[config.mk]
export PLATFORM = sky130hd
export DESIGN_NAME = sram_arbiter
export DESIGN_NICKNAME = d
export VERILOG_FILES = /design/src/rtl/sram_arb_pkg.sv /design/src/rtl/rr_arbiter2.sv /design/src/rtl/sram_arbiter.sv
export SDC_FILE = /design/constraint.sdc
export NUM_CORES = 1
export LEC_CHECK = 0
export CORE_ASPECT_RATIO = 0.75
export CORE_MARGIN = 3
export CORE_UTILIZATION = 38
export CTS_BUF_LIST = sky130_fd_sc_hd__clkbuf_8
export DETAILED_ROUTE_END_ITERATION = 8
export PLACE_DENSITY = 0.83
export SLEW_MARGIN = 20
export SYNTH_ARGS = -nofsm -noshare
export SYNTH_HDL_FRONTEND = slang
export SYNTH_HIERARCHICAL = 1
export SYNTH_SLANG_ARGS = --single-unit
[constraint.sdc]
create_clock -name avr_clk -period 2.1 [get_ports avr_clk]
set_input_delay 0.525 -clock avr_clk [delete_from_list [all_inputs] [get_ports avr_clk]]
set_output_delay 0.525 -clock avr_clk [all_outputs]
set_load 0.02 [all_outputs]
[src/rtl/sram_arb_pkg.sv]
// Shared types and constants for the SRAM arbiter slice.
package sram_arb_pkg;

  localparam int DEF_ADDR_W = 21;
  localparam int DEF_DATA_W = 8;

  localparam logic GRANT_AVR  = 1'b0;
  localparam logic GRANT_SNES = 1'b1;

  typedef enum logic [1:0] {
    IDLE   = 2'd0,
    SETUP  = 2'd1,
    STROBE = 2'd2,
    HOLD   = 2'd3
  } arb_state_t;

endpackage

[src/rtl/rr_arbiter2.sv]
// Two-requester round-robin arbiter; bit 0 = AVR, bit 1 = SNES.
module rr_arbiter2
  import sram_arb_pkg::*;
(
  input  logic       clk,
  input  logic       reset,
  input  logic [1:0] req,
  input  logic [1:0] mask,
  input  logic       update,
  output logic       gnt_valid,
  output logic       gnt_idx
);

  logic       last_grant;
  logic [1:0] eligible;

  always_comb begin
    eligible  = req & ~mask;
    gnt_valid = |eligible;
    gnt_idx   = GRANT_AVR;
    if (eligible == 2'b11) gnt_idx = ~last_grant;
    else if (eligible[1])  gnt_idx = GRANT_SNES;
  end

  always_ff @(posedge clk) begin
    if (reset)                      last_grant <= GRANT_SNES;
    else if (update && gnt_valid)   last_grant <= gnt_idx;
  end

endmodule

[src/rtl/sram_arbiter.sv]
// Shares one external SRAM between the AVR and SNES ports with round-robin
// arbitration and registered CE/OE/WE strobes of configurable width.
module sram_arbiter
  import sram_arb_pkg::*;
#(
  parameter int ADDR_W      = DEF_ADDR_W,
  parameter int DATA_W      = DEF_DATA_W,
  parameter int WAIT_CYCLES = 2
) (
  input  logic              avr_clk,
  input  logic              avr_reset,
  input  logic              avr_req,
  input  logic              avr_wr,
  input  logic [ADDR_W-1:0] avr_addr,
  input  logic [DATA_W-1:0] avr_wdata,
  output logic [DATA_W-1:0] avr_rdata,
  output logic              avr_ack,
  input  logic              snes_req,
  input  logic              snes_wr,
  input  logic [ADDR_W-1:0] snes_addr,
  input  logic [DATA_W-1:0] snes_wdata,
  output logic [DATA_W-1:0] snes_rdata,
  output logic              snes_ack,
  output logic [ADDR_W-1:0] sram_addr,
  output logic [DATA_W-1:0] sram_dout,
  output logic              sram_dout_en,
  input  logic [DATA_W-1:0] sram_din,
  output logic              sram_ce_n,
  output logic              sram_oe_n,
  output logic              sram_we_n,
  output logic              busy,
  output logic              grant
);

  localparam int CNT_W = $clog2(WAIT_CYCLES + 1);

  arb_state_t        state, state_d;
  logic [CNT_W-1:0]  cnt, cnt_d;
  logic              cur_wr, cur_wr_d;
  logic [ADDR_W-1:0] addr_d;
  logic [DATA_W-1:0] dout_d, avr_rdata_d, snes_rdata_d;
  logic              dout_en_d, ce_n_d, oe_n_d, we_n_d;
  logic              avr_ack_d, snes_ack_d, grant_d;
  logic [1:0]        arb_mask;
  logic              arb_update, arb_valid, arb_idx;
  logic              sel_wr;
  logic [ADDR_W-1:0] sel_addr;
  logic [DATA_W-1:0] sel_wdata;

  rr_arbiter2 u_arb (
    .clk       (avr_clk),
    .reset     (avr_reset),
    .req       ({snes_req, avr_req}),
    .mask      (arb_mask),
    .update    (arb_update),
    .gnt_valid (arb_valid),
    .gnt_idx   (arb_idx)
  );

  assign sel_wr    = arb_idx ? snes_wr    : avr_wr;
  assign sel_addr  = arb_idx ? snes_addr  : avr_addr;
  assign sel_wdata = arb_idx ? snes_wdata : avr_wdata;

  // Every output is computed one cycle ahead and registered, so the pins
  // reflect the state being entered.
  always_comb begin
    state_d      = state;
    cnt_d        = cnt;
    cur_wr_d     = cur_wr;
    addr_d       = sram_addr;
    dout_d       = sram_dout;
    dout_en_d    = sram_dout_en;
    ce_n_d       = sram_ce_n;
    oe_n_d       = 1'b1;
    we_n_d       = 1'b1;
    avr_ack_d    = 1'b0;
    snes_ack_d   = 1'b0;
    avr_rdata_d  = avr_rdata;
    snes_rdata_d = snes_rdata;
    grant_d      = grant;
    arb_mask     = 2'b00;
    arb_update   = 1'b0;

    unique case (state)
      IDLE: arb_update = 1'b1;
      SETUP: begin
        state_d = STROBE;
        cnt_d   = CNT_W'(WAIT_CYCLES);
        oe_n_d  = cur_wr;
        we_n_d  = ~cur_wr;
      end
      STROBE: begin
        if (cnt == CNT_W'(1)) begin
          state_d = HOLD;
          if (!cur_wr) begin
            if (grant == GRANT_SNES) snes_rdata_d = sram_din;
            else                     avr_rdata_d  = sram_din;
          end
          if (grant == GRANT_SNES) snes_ack_d = 1'b1;
          else                     avr_ack_d  = 1'b1;
        end else begin
          cnt_d  = cnt - CNT_W'(1);
          oe_n_d = cur_wr;
          we_n_d = ~cur_wr;
        end
      end
      HOLD: begin
        arb_mask   = (grant == GRANT_SNES) ? 2'b10 : 2'b01;
        arb_update = 1'b1;
        state_d    = IDLE;
        ce_n_d     = 1'b1;
        dout_en_d  = 1'b0;
      end
      default: state_d = IDLE;
    endcase

    if (arb_update && arb_valid) begin
      state_d   = SETUP;
      grant_d   = arb_idx;
      cur_wr_d  = sel_wr;
      addr_d    = sel_addr;
      dout_en_d = sel_wr;
      ce_n_d    = 1'b0;
      if (sel_wr) dout_d = sel_wdata;
    end
  end

  always_ff @(posedge avr_clk) begin
    if (avr_reset) begin
      state        <= IDLE;
      cnt          <= '0;
      cur_wr       <= 1'b0;
      sram_addr    <= '0;
      sram_dout    <= '0;
      sram_dout_en <= 1'b0;
      sram_ce_n    <= 1'b1;
      sram_oe_n    <= 1'b1;
      sram_we_n    <= 1'b1;
      avr_ack      <= 1'b0;
      snes_ack     <= 1'b0;
      avr_rdata    <= '0;
      snes_rdata   <= '0;
      grant        <= GRANT_AVR;
      busy         <= 1'b0;
    end else begin
      state        <= state_d;
      cnt          <= cnt_d;
      cur_wr       <= cur_wr_d;
      sram_addr    <= addr_d;
      sram_dout    <= dout_d;
      sram_dout_en <= dout_en_d;
      sram_ce_n    <= ce_n_d;
      sram_oe_n    <= oe_n_d;
      sram_we_n    <= we_n_d;
      avr_ack      <= avr_ack_d;
      snes_ack     <= snes_ack_d;
      avr_rdata    <= avr_rdata_d;
      snes_rdata   <= snes_rdata_d;
      grant        <= grant_d;
      busy         <= (state_d != IDLE);
    end
  end

endmodule

After elaboration in Yosys (flattened, before gate mapping)
Index checks and enable logic that the tools add are counted.
W data, S select, Z words.
- register bits: 59
- latch bits: 0
- bits in writable memories: 0
- ROM bits: 0
- bits of input ports: 72
- output and inout bits: 53
- memories: 0
- add/subtract/negate cells: 1
- multiply operators: 0
- divide/modulo/power cells: 0
- $lt $le $gt $ge: 0
- equal/unequal tests: 6
- shift-type cells: 0
- multiplexer cells: 23
- bitwise gates (word level): 7
- reductions and logical operators: 12
- operator list (cell ; count):
    $mux W21 ; 1
    $mux W1 ; 12
    $mux W2 ; 5
    $mux W8 ; 1
    $reduce_and A4 Y1 ; 2
    $eq A2 B2 Y1 const B ; 3
    $pmux W2 S3 ; 1
    $reduce_bool A2 Y1 ; 3
    $not A1 Y1 ; 5
    $eq A2 B1 Y1 const B ; 2
    $pmux W1 S2 ; 2
    $pmux W2 S2 ; 1
    $reduce_and A2 Y1 ; 2
    $reduce_or A2 Y1 ; 2
    $reduce_or A3 Y1 ; 1
    $and A2 B2 Y2 ; 1
    $logic_not A2 Y1 ; 1
    $ne A2 B2 Y1 const B ; 1
    $not A2 Y2 ; 1
    $sub A2 B1 Y2 const B ; 1
    $logic_and A1 B1 Y1 ; 1

Depth between registers and ports, before layout
- word-level depth: 8
- gate-level depth with buffers: 9

Cells and area by module
Netlist, hierarchy kept.
- by module, submodules not included (module ; times used ; cells each ; area each (um2) ; sequential area each (um2)):
    sram_arbiter ; 1 ; 256 ; 2464.9 ; 1161.1
    rr_arbiter2 ; 1 ; 9 ; 73.8 ; 20.0

Worst setup path after synthesis
Ideal clock, no wire load.
- kind: flip-flop to flip-flop
- from: reg state[0]
- to: reg sram_dout[2]
- data arrival time: 1.906 ns
- required time: 2.020 ns
- slack: 0.115 ns
- stages on the path, launching flop included: 10
- buffers on the path: 2
- cell sequence: dfxtp_1 ha_1 and2_1 nand2b_1 a31oi_1 clkbuf_1 mux2_4 and2_4 buf_6 a211oi_2
- word-level cells in the longest chain between the ends: 8
- RTL lines (item ; line ; RTL):
    from (decl) ; sram_arbiter.sv:37 ; arb_state_t state, state_d;
    from (signal assigned) ; sram_arbiter.sv:146 ; state <= state_d;
    $eq A2 B2 Y1 (*) ; sram_arbiter.sv:84 ; unique case (state)
    $mux W2 (*) ; sram_arbiter.sv:84 ;
    net arb_mask[1] ; sram_arbiter.sv:44 ; logic [1:0] arb_mask;
    $not A2 Y2 (*) ; rr_arbiter2.sv:18 ; eligible = req & ~mask;
    $and A2 B2 Y2 (*) ; rr_arbiter2.sv:18 ;
    $eq A2 B2 Y1 or $mux W1 (tied branches) ; rr_arbiter2.sv:21, rr_arbiter2.sv:22 ;
    $mux W1 (*) ; rr_arbiter2.sv:21 ; if (eligible == 2'b11) gnt_idx = ~last_grant;
    net arb_idx ; sram_arbiter.sv:45 ; logic arb_update, arb_valid, arb_idx;
    $mux W1 ; sram_arbiter.sv:60 ; assign sel_wr = arb_idx ? snes_wr : avr_wr;
    $reduce_and A2 Y1 (no line) ; -- ;
    to (signal assigned) ; sram_arbiter.sv:150 ; sram_dout <= dout_d;
    to (decl) ; sram_arbiter.sv:25 ; output logic [DATA_W-1:0] sram_dout,
Mark *: on every way through the listed nets, which the timed path passes. The rest lies on a longest branch.
A chain may end at the register's enable or synchronous reset.

Final worst setup path
- from: reg grant
- to: out grant
- RTL lines (item ; line ; RTL):
    from (decl) ; sram_arbiter.sv:32 ; output logic grant
    from (signal assigned) ; sram_arbiter.sv:159 ; grant <= grant_d;
No word-level cell between the ends.

==> results.json <==
{
  "cts_buffers": 9,
  "clk_pin_slew_ns": 0.07,
  "place.gp.congestion": 0.768,
  "cts_tree": "built",
  "timing.hold.ws_ns": 0.457,
  "finalClockSkew_ns": 0.00636,
  "share_seq_of_total_power_pct": 31.8,
  "start_kind": "flop",
  "max_stage_delay_ns": 0.67,
  "maxSlewHeadroom_pct": 66.6,
  "synth_fp_nets": 343,
  "finalCriticalPeriod_ns": 2.02,
  "ir_drop_mv": 0.828,
  "row_count": 25,
  "synth-xor-area-share_pct": 0,
  "rsz0062_at_grt": "false",
  "drive_above_1_share_pct": 10.4,
  "grt_usage_pct": 17.7,
  "fp.dieArea_mm2": 0.00771,
  "critical_path.slowest_cell": "clkdlybuf4s50_1",
  "netlist_area_mm2": 0.00254,
  "p_clk_share_pct": 18.9,
  "reg2reg_depth": 7,
  "p_int_uw": 3310,
  "ys.warnings.count": 6,
  "drt_first_pass_iters": 4,
  "status": "finished clean",
  "die_h_um": 76.8,
  "grt_pass1_wl_mm": 11.0,
  "worstReg2RegStart": "state[0]$_SDFF_PP0_",
  "clkSinkCount": 59,
  "dp.cells": 458,
  "required_ns": 1.57,
  "cpLargestDelayFamily": "buffers and inverters",
  "antenna_found_initial": 0,
  "cap_violations": 0,
  "vias": 2354,
  "ant_nets": 0,
  "p_switching_uw": 2000,
  "postSynthCellCount": 265,
  "die_w_um": 100,
  "cp_num_buf_inv": 1,
  "grt_max_degree": 29,
  "synth_simple_gate_area_share_pct": 13.3,
  "cp-startpoint": "grant$_SDFFE_PP0P_",
  "setup_viol": 0,
  "cts_root_buf": "clkbuf_8",
  "clk_latency_ns": 0.33,
  "drc_errors": 0,
  "grt_overflow_total": 0,
  "synth_top_family_by_area": "compound AO/OA/AOI/OAI gates",
  "drv_slew": 0,
  "multiInputGateArea_mm2": 0.00126,
  "cts_max_path_buffers": 2,
  "portBuffers": 124,
  "ctsHtreeMaxLevel": 3,
  "first_global_vias": 2352,
  "cp_num_cells": 1,
  "via_per_inst": 4.96,
  "arrival_ns": 1.49,
  "ys_seq_area_share_pct": 46.5,
  "seq_area_mm2": 0.00118,
  "worstSetupEndpoint": "grant",
  "reg2reg_slack_ns": 0.13,
  "swShare_pct": 37.8,
  "num_io_pins": 125,
  "r2r-end": "sram_dout[5]$_SDFFE_PP0P_",
  "synth_compound_area_share_pct": 17.2,
  "final_nets": 467,
  "stdcell_count": 475,
  "worst_slew_pin_slew_ns": 0.501,
  "drt_iter0_markers": 37,
  "ys_ff_latch": 59,
  "min_period_over_period_pct": 96.0,
  "power_density_mw_per_mm2": 1290,
  "power_leakage_uw": 0.00154,
  "combPwrFrac_pct": 49.4,
  "areaGrowthSynthToFinish_pct": 61.6,
  "cp_max_fo": 9,
  "synth.mux.area_fraction_pct": 15.2,
  "fmax_ghz": 0.496,
  "dpl_worst_slack_ns": -0.149,
  "cp_cell_sequence": "clkdlybuf4s50_1",
  "synth.distinct_cells": 32,
  "antenna_cells": 0,
  "worst_slack_ns": 0.0830,
  "n_fill_cell": 550,
  "critPathKind": "flop to output port",
  "routedWlPerCell_um": 14.2,
  "routed_wl_mm": 6.73,
  "dp_hpwl_mm": 5.20,
  "avgSynthCellArea_um2": 9.58,
  "synthAdderAreaFrac_pct": 2.96,
  "core_area_mm2": 0.00638,
  "hold_class": "flop to flop",
  "crit_path_end_kind": "output port",
  "hold_violations": 0,
  "cts_hold_buf": 0,
  "initial_core_util_pct": 39.8
}
[Yosys cell counts]
cell | instances | area (um^2)
and4b_1 | 1 | 10.0
a31oi_1 | 1 | 6.26
nor2b_1 | 3 | 18.8
nor2_1 | 33 | 124
inv_1 | 8 | 30.0
dfxtp_1 | 59 | 1180
a211oi_2 | 8 | 100
ha_1 | 6 | 75.1
nor3b_1 | 1 | 7.51
nand2_1 | 22 | 82.6
buf_2 | 9 | 45.0
and2_4 | 1 | 8.76
buf_6 | 1 | 11.3
a21oi_1 | 23 | 115
and4bb_2 | 1 | 12.5
and4bb_1 | 1 | 12.5
mux2i_1 | 37 | 370
clkbuf_1 | 9 | 33.8
a211o_1 | 1 | 8.76
nand4b_1 | 1 | 8.76
nand2b_1 | 2 | 12.5
nand3b_1 | 2 | 15.0
o21ai_0 | 5 | 25.0
o311a_1 | 1 | 10.0
o22ai_1 | 1 | 6.26
or3_1 | 1 | 6.26
nor3_1 | 1 | 5.00
a21o_1 | 1 | 7.51
buf_1 | 1 | 3.75
and2_1 | 2 | 12.5
mux2_4 | 1 | 15.0
a211oi_1 | 21 | 158
[registers in the layout, indices dropped and copies added, names as in the netlist, 2 cells and up]
signal      cells
avr_rdata       8
cnt             2
snes_rdata      8
sram_addr      21
sram_dout       8
state           2
[stage by stage]
stage                     util (%)  setup TNS, ns  area (um^2)  power (uW)
after floorplan                  -              0         2540        3020
after global placement        61.0          -1.15         3890        4240
after detailed placement      61.0          -2.81         3890        4310
after CTS                     64.0              0         4080        5330
after global routing          64.3              0         4100        5680
final                         64.3              0         4100        5310
[power by group through the flow]
stage	Combinational (uW)	Clock [uW]	Sequential [uW]
2_1_floorplan	1050	0	1980
3_3_place_gp	2540	0	1700
3_5_place_dp	2600	0	1710
4_1_cts	2610	1030	1690
5_1_grt	2860	1080	1740
6_report	2620	1000	1690
[routing by layer]
metal	vias up	share of wire [%]	track usage, %	wire length (um)
li1	1181	-	-	-
met1	1069	42	20.4	2800
met2	89	47	28.6	3180
met3	15	8.9	8.00	601
met4	0	2.3	6.59	154
met5	-	0	0	0
[layout by cell type, fill, tap and decap left out, types with 2 or more instances in the layout]
| cell | n |
|---|---|
| clkdlybuf4s50_1 | 123 |
| dfxtp_1 | 58 |
| mux2i_1 | 37 |
| nor2_1 | 33 |
| a21oi_1 | 23 |
| nand2_1 | 22 |
| a211oi_1 | 21 |
| clkbuf_8 | 10 |
| inv_1 | 9 |
| a211oi_2 | 8 |
| buf_4 | 6 |
| o21ai_0 | 5 |
| ha_1 | 5 |
| clkinv_2 | 3 |
| and2_1 | 2 |
| nand2b_1 | 2 |
| nand3b_1 | 2 |
| buf_12 | 2 |
[worst min-delay path by stage]
stage / from / endpoint / slack [ns] / cells after the start
after floorplan: u_arb/last_grant$_SDFFE_PP1P_ / u_arb/last_grant$_SDFFE_PP1P_ / 0.45 / 1
after global placement: snes_rdata[5]$_SDFFE_PP0P_ / snes_rdata[5]$_SDFFE_PP0P_ / 0.44 / 2
after detailed placement: snes_rdata[5]$_SDFFE_PP0P_ / snes_rdata[5]$_SDFFE_PP0P_ / 0.45 / 2
after CTS: snes_rdata[5]$_SDFFE_PP0P_ / snes_rdata[5]$_SDFFE_PP0P_ / 0.46 / 2
after global routing: snes_rdata[4]$_SDFFE_PP0P_ / snes_rdata[4]$_SDFFE_PP0P_ / 0.47 / 2
final: snes_rdata[5]$_SDFFE_PP0P_ / snes_rdata[5]$_SDFFE_PP0P_ / 0.46 / 2
[repair_timing]
item                       4_1_cts  5_1_grt
hold endpoints to repair         0        0
setup endpoints to repair        0       28
resized for setup                0        4
buffers inserted                 0        1
[cell families after synthesis]
group / count (synthesis)
DFF: 59
muxes: 38
and+or+nand+nor: 72
AOI/OAI and AO/OA: 62
buffers and inverters: 28
adders and majority gates: 6
[layout make-up]
class / count / area share (%)
repair buffers: 133 / 32.5
multi-input cells: 178 / 30.8
flip-flops and latches: 59 / 28.8
clock buffers: 10 / 3.36
well taps: 81 / 2.47
clock inverters: 6 / 1.37
inverters: 8 / 0.732
Note: power is estimated with default switching activity, not from simulation.
